$ cat config.mk
export PLATFORM = sky130hd
export DESIGN_NAME = c_fetch_aligner_flat
export DESIGN_NICKNAME = d
export VERILOG_FILES = /design/src/rtl/c_fetch_aligner_if.sv /design/src/rtl/c_fetch_aligner.sv /design/src/flat_wrapper.sv
export SDC_FILE = /design/constraint.sdc
export NUM_CORES = 1
export LEC_CHECK = 0
export CAP_MARGIN = 20
export CORE_MARGIN = 2
export CORE_UTILIZATION = 56
export DETAILED_ROUTE_END_ITERATION = 6
export PLACE_DENSITY = 0.87
export SETUP_SLACK_MARGIN = 0.02
export SYNTH_ARGS = -nofsm -noshare
export SYNTH_HDL_FRONTEND = slang
export SYNTH_SLANG_ARGS = --single-unit
$ cat constraint.sdc
create_clock -name clk -period 11.1 [get_ports clk]
set_clock_uncertainty 0.2 [all_clocks]
set_input_delay 1.11 -clock clk [delete_from_list [all_inputs] [get_ports clk]]
set_output_delay 1.11 -clock clk [all_outputs]
set_load 0.005 [all_outputs]
$ cat src/rtl/c_fetch_aligner_if.sv
// Fetch-side and decode-side handshake bundle for c_fetch_aligner.
// C_ILLEGAL_EN adds the inst_illegal_o flag.
interface c_fetch_aligner_if #(
   parameter int unsigned XLEN    = 32,
   parameter int unsigned FETCH_W = 32
);
   logic               fetch_valid_i;
   logic               fetch_ready_o;
   logic [FETCH_W-1:0] fetch_data_i;
   logic               sel_for_branch;
   logic [XLEN-1:0]    branch_pc_i;
   logic               inst_valid_o;
   logic               inst_ready_i;
   logic [31:0]        inst_o;
   logic [XLEN-1:0]    inst_pc_o;
   logic               inst_compressed_o;
   logic               stall_pc;
`ifdef C_ILLEGAL_EN
   logic               inst_illegal_o;
`endif

   modport slave (
      input  fetch_valid_i, fetch_data_i, sel_for_branch, branch_pc_i, inst_ready_i,
      output fetch_ready_o, inst_valid_o, inst_o, inst_pc_o, inst_compressed_o, stall_pc
`ifdef C_ILLEGAL_EN
      , output inst_illegal_o
`endif
   );

   modport master (
      output fetch_valid_i, fetch_data_i, sel_for_branch, branch_pc_i, inst_ready_i,
      input  fetch_ready_o, inst_valid_o, inst_o, inst_pc_o, inst_compressed_o, stall_pc
`ifdef C_ILLEGAL_EN
      , input inst_illegal_o
`endif
   );
endinterface

$ cat src/rtl/c_fetch_aligner.sv
// Halfword-queue instruction aligner between fetch and decode (RVC + 32-bit).
// Optional macro C_ILLEGAL_EN flags the all-zero compressed encoding.
module c_fetch_aligner #(
   parameter int unsigned    XLEN     = 32,
   parameter int unsigned    FETCH_W  = 32,
   parameter int unsigned    BUF_HW   = 4,
   parameter logic [XLEN-1:0] RESET_PC = '0
) (
   input  logic             clk,
   input  logic             reset,
   c_fetch_aligner_if.slave bus
);
   localparam int unsigned NHW    = FETCH_W / 16;
   localparam int unsigned PTR_W  = $clog2(BUF_HW);
   localparam int unsigned CNT_W  = $clog2(BUF_HW + 1);
   localparam int unsigned SKIP_W = $clog2(FETCH_W / 8) - 1;

   logic [15:0]       q_q [BUF_HW];
   logic [PTR_W-1:0]  head_q, head_d, tail_q, tail_d;
   logic [CNT_W-1:0]  count_q, count_d;
   logic [XLEN-1:0]   pc_q, pc_d;
   logic [SKIP_W-1:0] skip_q, skip_d;

   logic [15:0]      h0, h1;
   logic             is32, valid, ready, push, pop;
   logic [CNT_W-1:0] n_push, n_pop;

   function automatic logic [PTR_W-1:0] wrap(input int v);
      return PTR_W'(v % int'(BUF_HW));
   endfunction

   assign h0     = q_q[head_q];
   assign h1     = q_q[wrap(int'(head_q) + 1)];
   assign is32   = (h0[1:0] == 2'b11);
   assign valid  = is32 ? (count_q >= CNT_W'(2)) : (count_q >= CNT_W'(1));
   // Registered count only: a same-cycle pop does not free space for this fetch.
   assign ready  = (count_q <= CNT_W'(BUF_HW - NHW));
   assign push   = bus.fetch_valid_i & ready & ~bus.sel_for_branch;
   assign pop    = valid & bus.inst_ready_i & ~bus.sel_for_branch;
   assign n_push = CNT_W'(NHW) - CNT_W'(skip_q);
   assign n_pop  = is32 ? CNT_W'(2) : CNT_W'(1);

   always_comb begin
      head_d  = head_q;
      tail_d  = tail_q;
      count_d = count_q;
      pc_d    = pc_q;
      skip_d  = skip_q;
      if (bus.sel_for_branch) begin
         // Flush by snapping head onto tail; the pointers stay consistent with count=0.
         head_d  = tail_q;
         count_d = '0;
         pc_d    = {bus.branch_pc_i[XLEN-1:1], 1'b0};
         skip_d  = bus.branch_pc_i[SKIP_W:1];
      end else begin
         if (pop) begin
            head_d = wrap(int'(head_q) + int'(n_pop));
            pc_d   = pc_q + (is32 ? XLEN'(4) : XLEN'(2));
         end
         if (push) begin
            tail_d = wrap(int'(tail_q) + int'(n_push));
            skip_d = '0;
         end
         count_d = count_q + (push ? n_push : '0) - (pop ? n_pop : '0);
      end
   end

   always_ff @(posedge clk) begin
      if (reset) begin
         head_q  <= '0;
         tail_q  <= '0;
         count_q <= '0;
         pc_q    <= RESET_PC;
         skip_q  <= '0;
      end else begin
         head_q  <= head_d;
         tail_q  <= tail_d;
         count_q <= count_d;
         pc_q    <= pc_d;
         skip_q  <= skip_d;
      end
   end

   // Halfwords below the branch offset are dropped; the rest pack from tail upward.
   always_ff @(posedge clk) begin
      if (push) begin
         for (int i = 0; i < int'(NHW); i++) begin
            if (i >= int'(skip_q)) begin
               q_q[wrap(int'(tail_q) + i - int'(skip_q))] <= bus.fetch_data_i[16*i +: 16];
            end
         end
      end
   end

   assign bus.fetch_ready_o     = ready;
   assign bus.stall_pc          = ~ready;
   assign bus.inst_valid_o      = valid;
   assign bus.inst_o            = !valid ? 32'h0000_0013 : (is32 ? {h1, h0} : {16'h0000, h0});
   assign bus.inst_pc_o         = pc_q;
   assign bus.inst_compressed_o = valid & ~is32;
`ifdef C_ILLEGAL_EN
   assign bus.inst_illegal_o    = valid & ~is32 & (h0 == 16'h0000);
`endif

   logic unused_branch_lsb;
   assign unused_branch_lsb = bus.branch_pc_i[0];
endmodule

$ cat src/flat_wrapper.sv
// flat-port wrapper written by rule: the top's interface ports become plain ports
module c_fetch_aligner_flat 
#(
   parameter int unsigned    XLEN     = 32,
   parameter int unsigned    FETCH_W  = 32,
   parameter int unsigned    BUF_HW   = 4,
   parameter logic [XLEN-1:0] RESET_PC = '0
)
  (clk, reset, bus_fetch_valid_i, bus_fetch_data_i, bus_sel_for_branch, bus_branch_pc_i, bus_inst_ready_i, bus_fetch_ready_o, bus_inst_valid_o, bus_inst_o, bus_inst_pc_o, bus_inst_compressed_o, bus_stall_pc);
  c_fetch_aligner_if #(.XLEN(XLEN), .FETCH_W(FETCH_W)) bus_i ();
  input  logic clk;
  input  logic reset;
  input wire logic [$bits(bus_i.fetch_valid_i)-1:0] bus_fetch_valid_i;
  input wire logic [$bits(bus_i.fetch_data_i)-1:0] bus_fetch_data_i;
  input wire logic [$bits(bus_i.sel_for_branch)-1:0] bus_sel_for_branch;
  input wire logic [$bits(bus_i.branch_pc_i)-1:0] bus_branch_pc_i;
  input wire logic [$bits(bus_i.inst_ready_i)-1:0] bus_inst_ready_i;
  output wire logic [$bits(bus_i.fetch_ready_o)-1:0] bus_fetch_ready_o;
  output wire logic [$bits(bus_i.inst_valid_o)-1:0] bus_inst_valid_o;
  output wire logic [$bits(bus_i.inst_o)-1:0] bus_inst_o;
  output wire logic [$bits(bus_i.inst_pc_o)-1:0] bus_inst_pc_o;
  output wire logic [$bits(bus_i.inst_compressed_o)-1:0] bus_inst_compressed_o;
  output wire logic [$bits(bus_i.stall_pc)-1:0] bus_stall_pc;
  assign bus_i.fetch_valid_i = bus_fetch_valid_i;
  assign bus_i.fetch_data_i = bus_fetch_data_i;
  assign bus_i.sel_for_branch = bus_sel_for_branch;
  assign bus_i.branch_pc_i = bus_branch_pc_i;
  assign bus_i.inst_ready_i = bus_inst_ready_i;
  assign bus_fetch_ready_o = bus_i.fetch_ready_o;
  assign bus_inst_valid_o = bus_i.inst_valid_o;
  assign bus_inst_o = bus_i.inst_o;
  assign bus_inst_pc_o = bus_i.inst_pc_o;
  assign bus_inst_compressed_o = bus_i.inst_compressed_o;
  assign bus_stall_pc = bus_i.stall_pc;
  c_fetch_aligner #(.XLEN(XLEN), .FETCH_W(FETCH_W), .BUF_HW(BUF_HW), .RESET_PC(RESET_PC)) u_core (.clk(clk), .reset(reset), .bus(bus_i));
endmodule
* Yosys cells after proc, flatten, opt, wreduce, memory -nomap -nowiden
Memory sizes are Yosys's and may differ from the RTL's. A register that Yosys moved wholly into a read port is not among the register bits.
Cells that the tools add are included.
** Storage, ports and cells
- Bits in registers :: 40
- Memory bits (writable) :: 64
- Word-level logic and storage cells :: 54
- Memories kept :: 1
** Memories
- u_core.q_q :: words 4, bits a word 16, rd ports 2, clocked after memory_dff 1, wr ports 2, RTL line c_fetch_aligner.sv:18 : logic [15:0] q_q [BUF_HW];
** Cells by class
- Add/sub/neg operators :: 10
- Magnitude comparators :: 4
- Equal/unequal tests :: 1
- Mux-type cells :: 20
- Bitwise logic cells :: 8
- Reductions and logical operators :: 4
** Operators by type and width (count)
- $mux 32 :: 4
- $add 32x32->32 :: 1
- $mux 2 :: 5
- $mux 3 :: 3
- $mux 1 :: 8
- $and 1x1->1 :: 5
- $add 2x1->2 const B :: 2
- $add 2x2->2 :: 2
- $reduce_bool 2->1 :: 2
- $add 3x3->3 :: 1
- $ge 3x1->1 const B :: 1
- $ge 3x2->1 const B :: 1
- $le 3x2->1 const B :: 1
- $not 1->1 :: 3
- $sub 2x1->3 const A :: 1
- $sub 3x3->3 :: 1
- $eq 2x2->1 const B :: 1
- $reduce_and 2->1 :: 1
- $reduce_or 2->1 :: 1
- $sub 2x1->2 :: 1
- $sub 2x2->2 :: 1
- $ge 1x1->1 const A :: 1

* Longest topological paths before layout
- Depth after elaboration :: 8
- Mapped depth :: 13

* Worst setup path after synthesis
No wires, ideal clock.
- Path kind :: reg2reg
- From :: register with a tool-made name
- To :: register u_core.pc_q[25], in the netlist u_core.bus.inst_pc_o[25]
- Arrival time :: 3.421 ns
- Required time :: 10.769 ns
- Setup slack :: 7.348 ns
- Stages on the path, launching flop included :: 14
- Period minus slack after synthesis :: 3.752 ns
- Cell sequence :: dfxtp_1 -> clkbuf_1 -> mux4_2 -> and2_1 -> inv_1 -> ha_1 -> inv_1 -> fa_1 -> nand3b_1 -> or4_1 -> clkbuf_1 -> a2111oi_2 -> xnor2_1 -> o22ai_1
** RTL lines
- to (signal assigned) :: RTL line c_fetch_aligner.sv:79 : pc_q <= pc_d;
- to (decl) :: RTL line c_fetch_aligner.sv:21 : logic [XLEN-1:0] pc_q, pc_d;

==> impl_metrics.xml <==
<?xml version="1.0" encoding="UTF-8"?>
<metrics>
  <group name="synth">
    <metric name="syn_nets" unit="">620</metric>
    <metric name="synth-edff-count" unit="">64</metric>
    <metric name="ys_seq_area_frac" unit="">0.435</metric>
    <metric name="postSynth.asyncResetShare" unit="">0</metric>
    <metric name="number_of_library_cell_types_mapped_by_synthesis" unit="">49</metric>
    <metric name="post_synth_inst_count" unit="">540</metric>
    <metric name="synth_seq_cells" unit="">105</metric>
    <metric name="cell_area_after_technology_mapping" unit="sq um">6310</metric>
    <metric name="syn_area_per_cell" unit="sq um">11.7</metric>
    <metric name="synth.yosys.warnings" unit="">0</metric>
    <metric name="synth_ff_type" unit="">edfxtp_1</metric>
  </group>
  <group name="final_layout">
    <metric name="mostFrequentLayoutCell" unit="">clkdlybuf4s50_1</metric>
    <metric name="diodes" unit="">0</metric>
    <metric name="most-common-layout-cells" unit="">134 x clkdlybuf4s50_1, 64 x mux2_2, 64 x edfxtp_1</metric>
    <metric name="area_growth_syn_to_layout" unit="%">27.9</metric>
    <metric name="layout_nets" unit="">738</metric>
    <metric name="fin_area" unit="sq um">8070</metric>
    <metric name="fraction_of_layout_cells_with_a_size_suffix_above_1" unit="">0.196</metric>
    <metric name="final_cell_count_no_fill" unit="">802</metric>
  </group>
  <group name="setup_path">
    <metric name="endpoint_kind" unit="">output pin</metric>
    <metric name="critical_path.cell_chain" unit="">mux4_2 &gt; a21o_1 &gt; and2_1 &gt; inv_1 &gt; and2_1 &gt; clkdlybuf4s50_1</metric>
    <metric name="critical-path-top-cell-by-count" unit="">and2_1</metric>
    <metric name="regToRegSetupSlack" unit="ps">6390</metric>
    <metric name="critPathKind" unit="">flop to output pin</metric>
    <metric name="critical_path.slowest_cell" unit="">dfxtp_1</metric>
    <metric name="required_time_at_the_worst_slack_endpoint" unit="ps">9790</metric>
    <metric name="timing.reg2reg.worst_path_depth" unit="">11</metric>
    <metric name="crit_fanout" unit="">16</metric>
    <metric name="endpoint" unit="">bus_inst_o[3]</metric>
    <metric name="worst_path_largest_cell_delay" unit="ps">970</metric>
    <metric name="critical_path_arrival" unit="ps">3680</metric>
    <metric name="rr_endpoint" unit="">u_core.bus.inst_pc_o[25]</metric>
    <metric name="setup.worst_path.start_class" unit="">flop</metric>
  </group>
  <group name="floorplanning">
    <metric name="floorplan.initialDensity" unit="">0.577</metric>
    <metric name="die_h" unit="microns">110</metric>
    <metric name="die-area" unit="sq um">12100</metric>
    <metric name="core.rowCount" unit="">38</metric>
    <metric name="floorplan.io_pins" unit="">137</metric>
    <metric name="die_width" unit="microns">110</metric>
    <metric name="coreArea" unit="sq um">10900</metric>
  </group>
  <group name="timing">
    <metric name="finalHoldViolCount" unit="">0</metric>
    <metric name="rsz0062_at_grt" unit="">no</metric>
    <metric name="setup-tns-final" unit="ps">0</metric>
    <metric name="post-route-period-util" unit="">0.449</metric>
    <metric name="maxSlewViolCount" unit="">0</metric>
    <metric name="max_slew.worst_pin.slew" unit="ps">990</metric>
    <metric name="setup_slack" unit="ps">6110</metric>
    <metric name="final_period_demand_of_the_worst_path" unit="ps">4990</metric>
    <metric name="achievable-frequency" unit="MHz">201</metric>
    <metric name="setup_viol_count_final" unit="">0</metric>
    <metric name="slew_headroom" unit="">0.338</metric>
  </group>
  <group name="cts">
    <metric name="ctsRootBufferMaster" unit="">clkbuf_16</metric>
    <metric name="clock_tree.buffer_depth" unit="">2</metric>
    <metric name="tritoncts" unit="">done</metric>
    <metric name="clkSinkCount" unit="">105</metric>
    <metric name="cts_hold_buf" unit="">0</metric>
    <metric name="cts.reportedPaths.clkPinSlew" unit="ps">70</metric>
    <metric name="cts_resized" unit="">0</metric>
    <metric name="worstSkewPairLatency" unit="ps">350</metric>
    <metric name="tritoncts_buffer_count" unit="">9</metric>
    <metric name="cts_setup_buffers" unit="">0</metric>
    <metric name="cts.htree.levels" unit="">3</metric>
  </group>
  <group name="routing">
    <metric name="routed_wire_length_per_instance" unit="microns">20.7</metric>
    <metric name="drt_iter0_markers" unit="">418</metric>
    <metric name="drt-pass1-iter-count" unit="">6</metric>
    <metric name="remaining_drc_errors" unit="">0</metric>
    <metric name="vias" unit="">4899</metric>
    <metric name="ant_nets" unit="">0</metric>
    <metric name="detail_route.vias_per_cell" unit="">6.11</metric>
    <metric name="detail_route.wirelength" unit="mm">16.6</metric>
  </group>
  <group name="power_and_ir_drop">
    <metric name="totalPowerFinal" unit="mW">1.01</metric>
    <metric name="peakVddDrop" unit="mV">0.0690</metric>
    <metric name="cellLeakagePower" unit="nW">2.63</metric>
    <metric name="powerDensity" unit="nW/um^2">125</metric>
  </group>
  <group name="global_route">
    <metric name="grt_pass1_wl" unit="mm">25.7</metric>
    <metric name="grt_pass1_vias" unit="">5053</metric>
    <metric name="globalRoute.totalOverflow" unit="">0</metric>
    <metric name="highest_utilization_routing_layer_at_the_global_route_stage" unit="">met2</metric>
    <metric name="globalRouteTotalUtil" unit="">0.283</metric>
    <metric name="grtUsageMet3" unit="">0.0523</metric>
    <metric name="grt_use_met2" unit="">0.513</metric>
    <metric name="antenna_found_initial" unit="">0</metric>
    <metric name="grt_util_met1" unit="">0.349</metric>
    <metric name="grt_max_degree" unit="">57</metric>
  </group>
  <group name="job">
    <metric name="drv_cap" unit="">0</metric>
  </group>
  <group name="placed_design">
    <metric name="hpwl" unit="mm">11.3</metric>
    <metric name="routabilityCongestion" unit="">0.846</metric>
    <metric name="port_buffers" unit="">134</metric>
    <metric name="post_dp_cell_area" unit="sq um">7730</metric>
    <metric name="pre_cts_slack" unit="ps">6410</metric>
    <metric name="placedCellCount" unit="">785</metric>
  </group>
  <group name="min_path">
    <metric name="hold-path-cell-count" unit="">2</metric>
    <metric name="hp-class" unit="">flop to flop</metric>
  </group>
  <group name="run_status">
    <metric name="run_status" unit="">completed</metric>
  </group>
</metrics>
-- critical path: cells and delay by family (launching register included) --
family	cells	cell delay, ps
compound gates	1	280
buf+inv	2	910
flops	1	970
mux	1	690
simple gates	2	480
-- state kept, by name, indices dropped and copies added, names as in the netlist, named ones only --
register	count
u_core.bus.inst_pc_o	31
u_core.count_q	3
u_core.head_q	2
u_core.q_q	64
u_core.skip_q	1
u_core.tail_q	2
-- worst min-delay path by stage --
| stage | from | end | slack [ps] |
|---|---|---|---|
| floorplan | u_core.bus.inst_pc_o[1] | u_core.bus.inst_pc_o[1] | 310 |
| global placement | u_core.bus.inst_pc_o[1] | u_core.bus.inst_pc_o[1] | 320 |
| detailed placement | u_core.bus.inst_pc_o[1] | u_core.bus.inst_pc_o[1] | 320 |
| CTS | u_core.bus.inst_pc_o[1] | u_core.bus.inst_pc_o[1] | 330 |
| global route | u_core.bus.inst_pc_o[1] | u_core.bus.inst_pc_o[1] | 390 |
| finish | u_core.bus.inst_pc_o[1] | u_core.bus.inst_pc_o[1] | 330 |
-- final cells by class --
cell class	count	area, sq um
Clock buffer	10	229
Clock inverter	5	80.1
Fill cell	741	2870
Inverter	20	75.1
Multi-Input combinational cell	378	3340
Sequential cell	105	2740
Tap cell	140	175
Timing Repair Buffer	144	1430
-- where the power goes --
group	switching [mW]	leakage [nW]	internal, mW
logic	0.0885	1.56	0.118
registers	0.0220	0.925	0.438
clock network	0.145	0.147	0.197
total	0.255	2.63	0.754
-- cells in the mapped netlist (11+ instances only) --
library cell | instances | area share
nor2b_1 | 17 | 0.017
xnor2_1 | 27 | 0.037
mux4_2 | 31 | 0.11
nand3_1 | 11 | 0.0087
and2_1 | 19 | 0.019
mux2_2 | 64 | 0.11
a21oi_1 | 20 | 0.016
a211oi_1 | 28 | 0.033
inv_1 | 20 | 0.012
nand2_1 | 32 | 0.019
dfxtp_1 | 41 | 0.13
clkbuf_1 | 27 | 0.016
nor2_1 | 40 | 0.024
edfxtp_1 | 64 | 0.30
-- per-layer routing --
layer / wire length, microns / up-vias / part of all wire
li1: - / 2276 / -
met4: 177 / 0 / 0.011
met1: 6550 / 2408 / 0.39
met3: 1150 / 19 / 0.069
met2: 8760 / 196 / 0.53
met5: 0 / - / 0
-- logic make-up after synthesis --
family	after synthesis	synth area share
and+or+nand+nor	155	0.126
DFF	105	0.435
muxes	101	0.237
AOI/OAI and AO/OA	80	0.0976
buffers and inverters	57	0.0371
xor gates and xnor gates	30	0.0416
adders and majority gates	11	0.0254
other	1	0.000594
-- metrics by stage --
stage,hold WS (ps),util
floorplan,305,-
global placement,316,0.707
detailed placement,322,0.707
CTS,330,0.735
global route,390,0.738
finish,333,0.738
(Power assumes the default switching activity.)
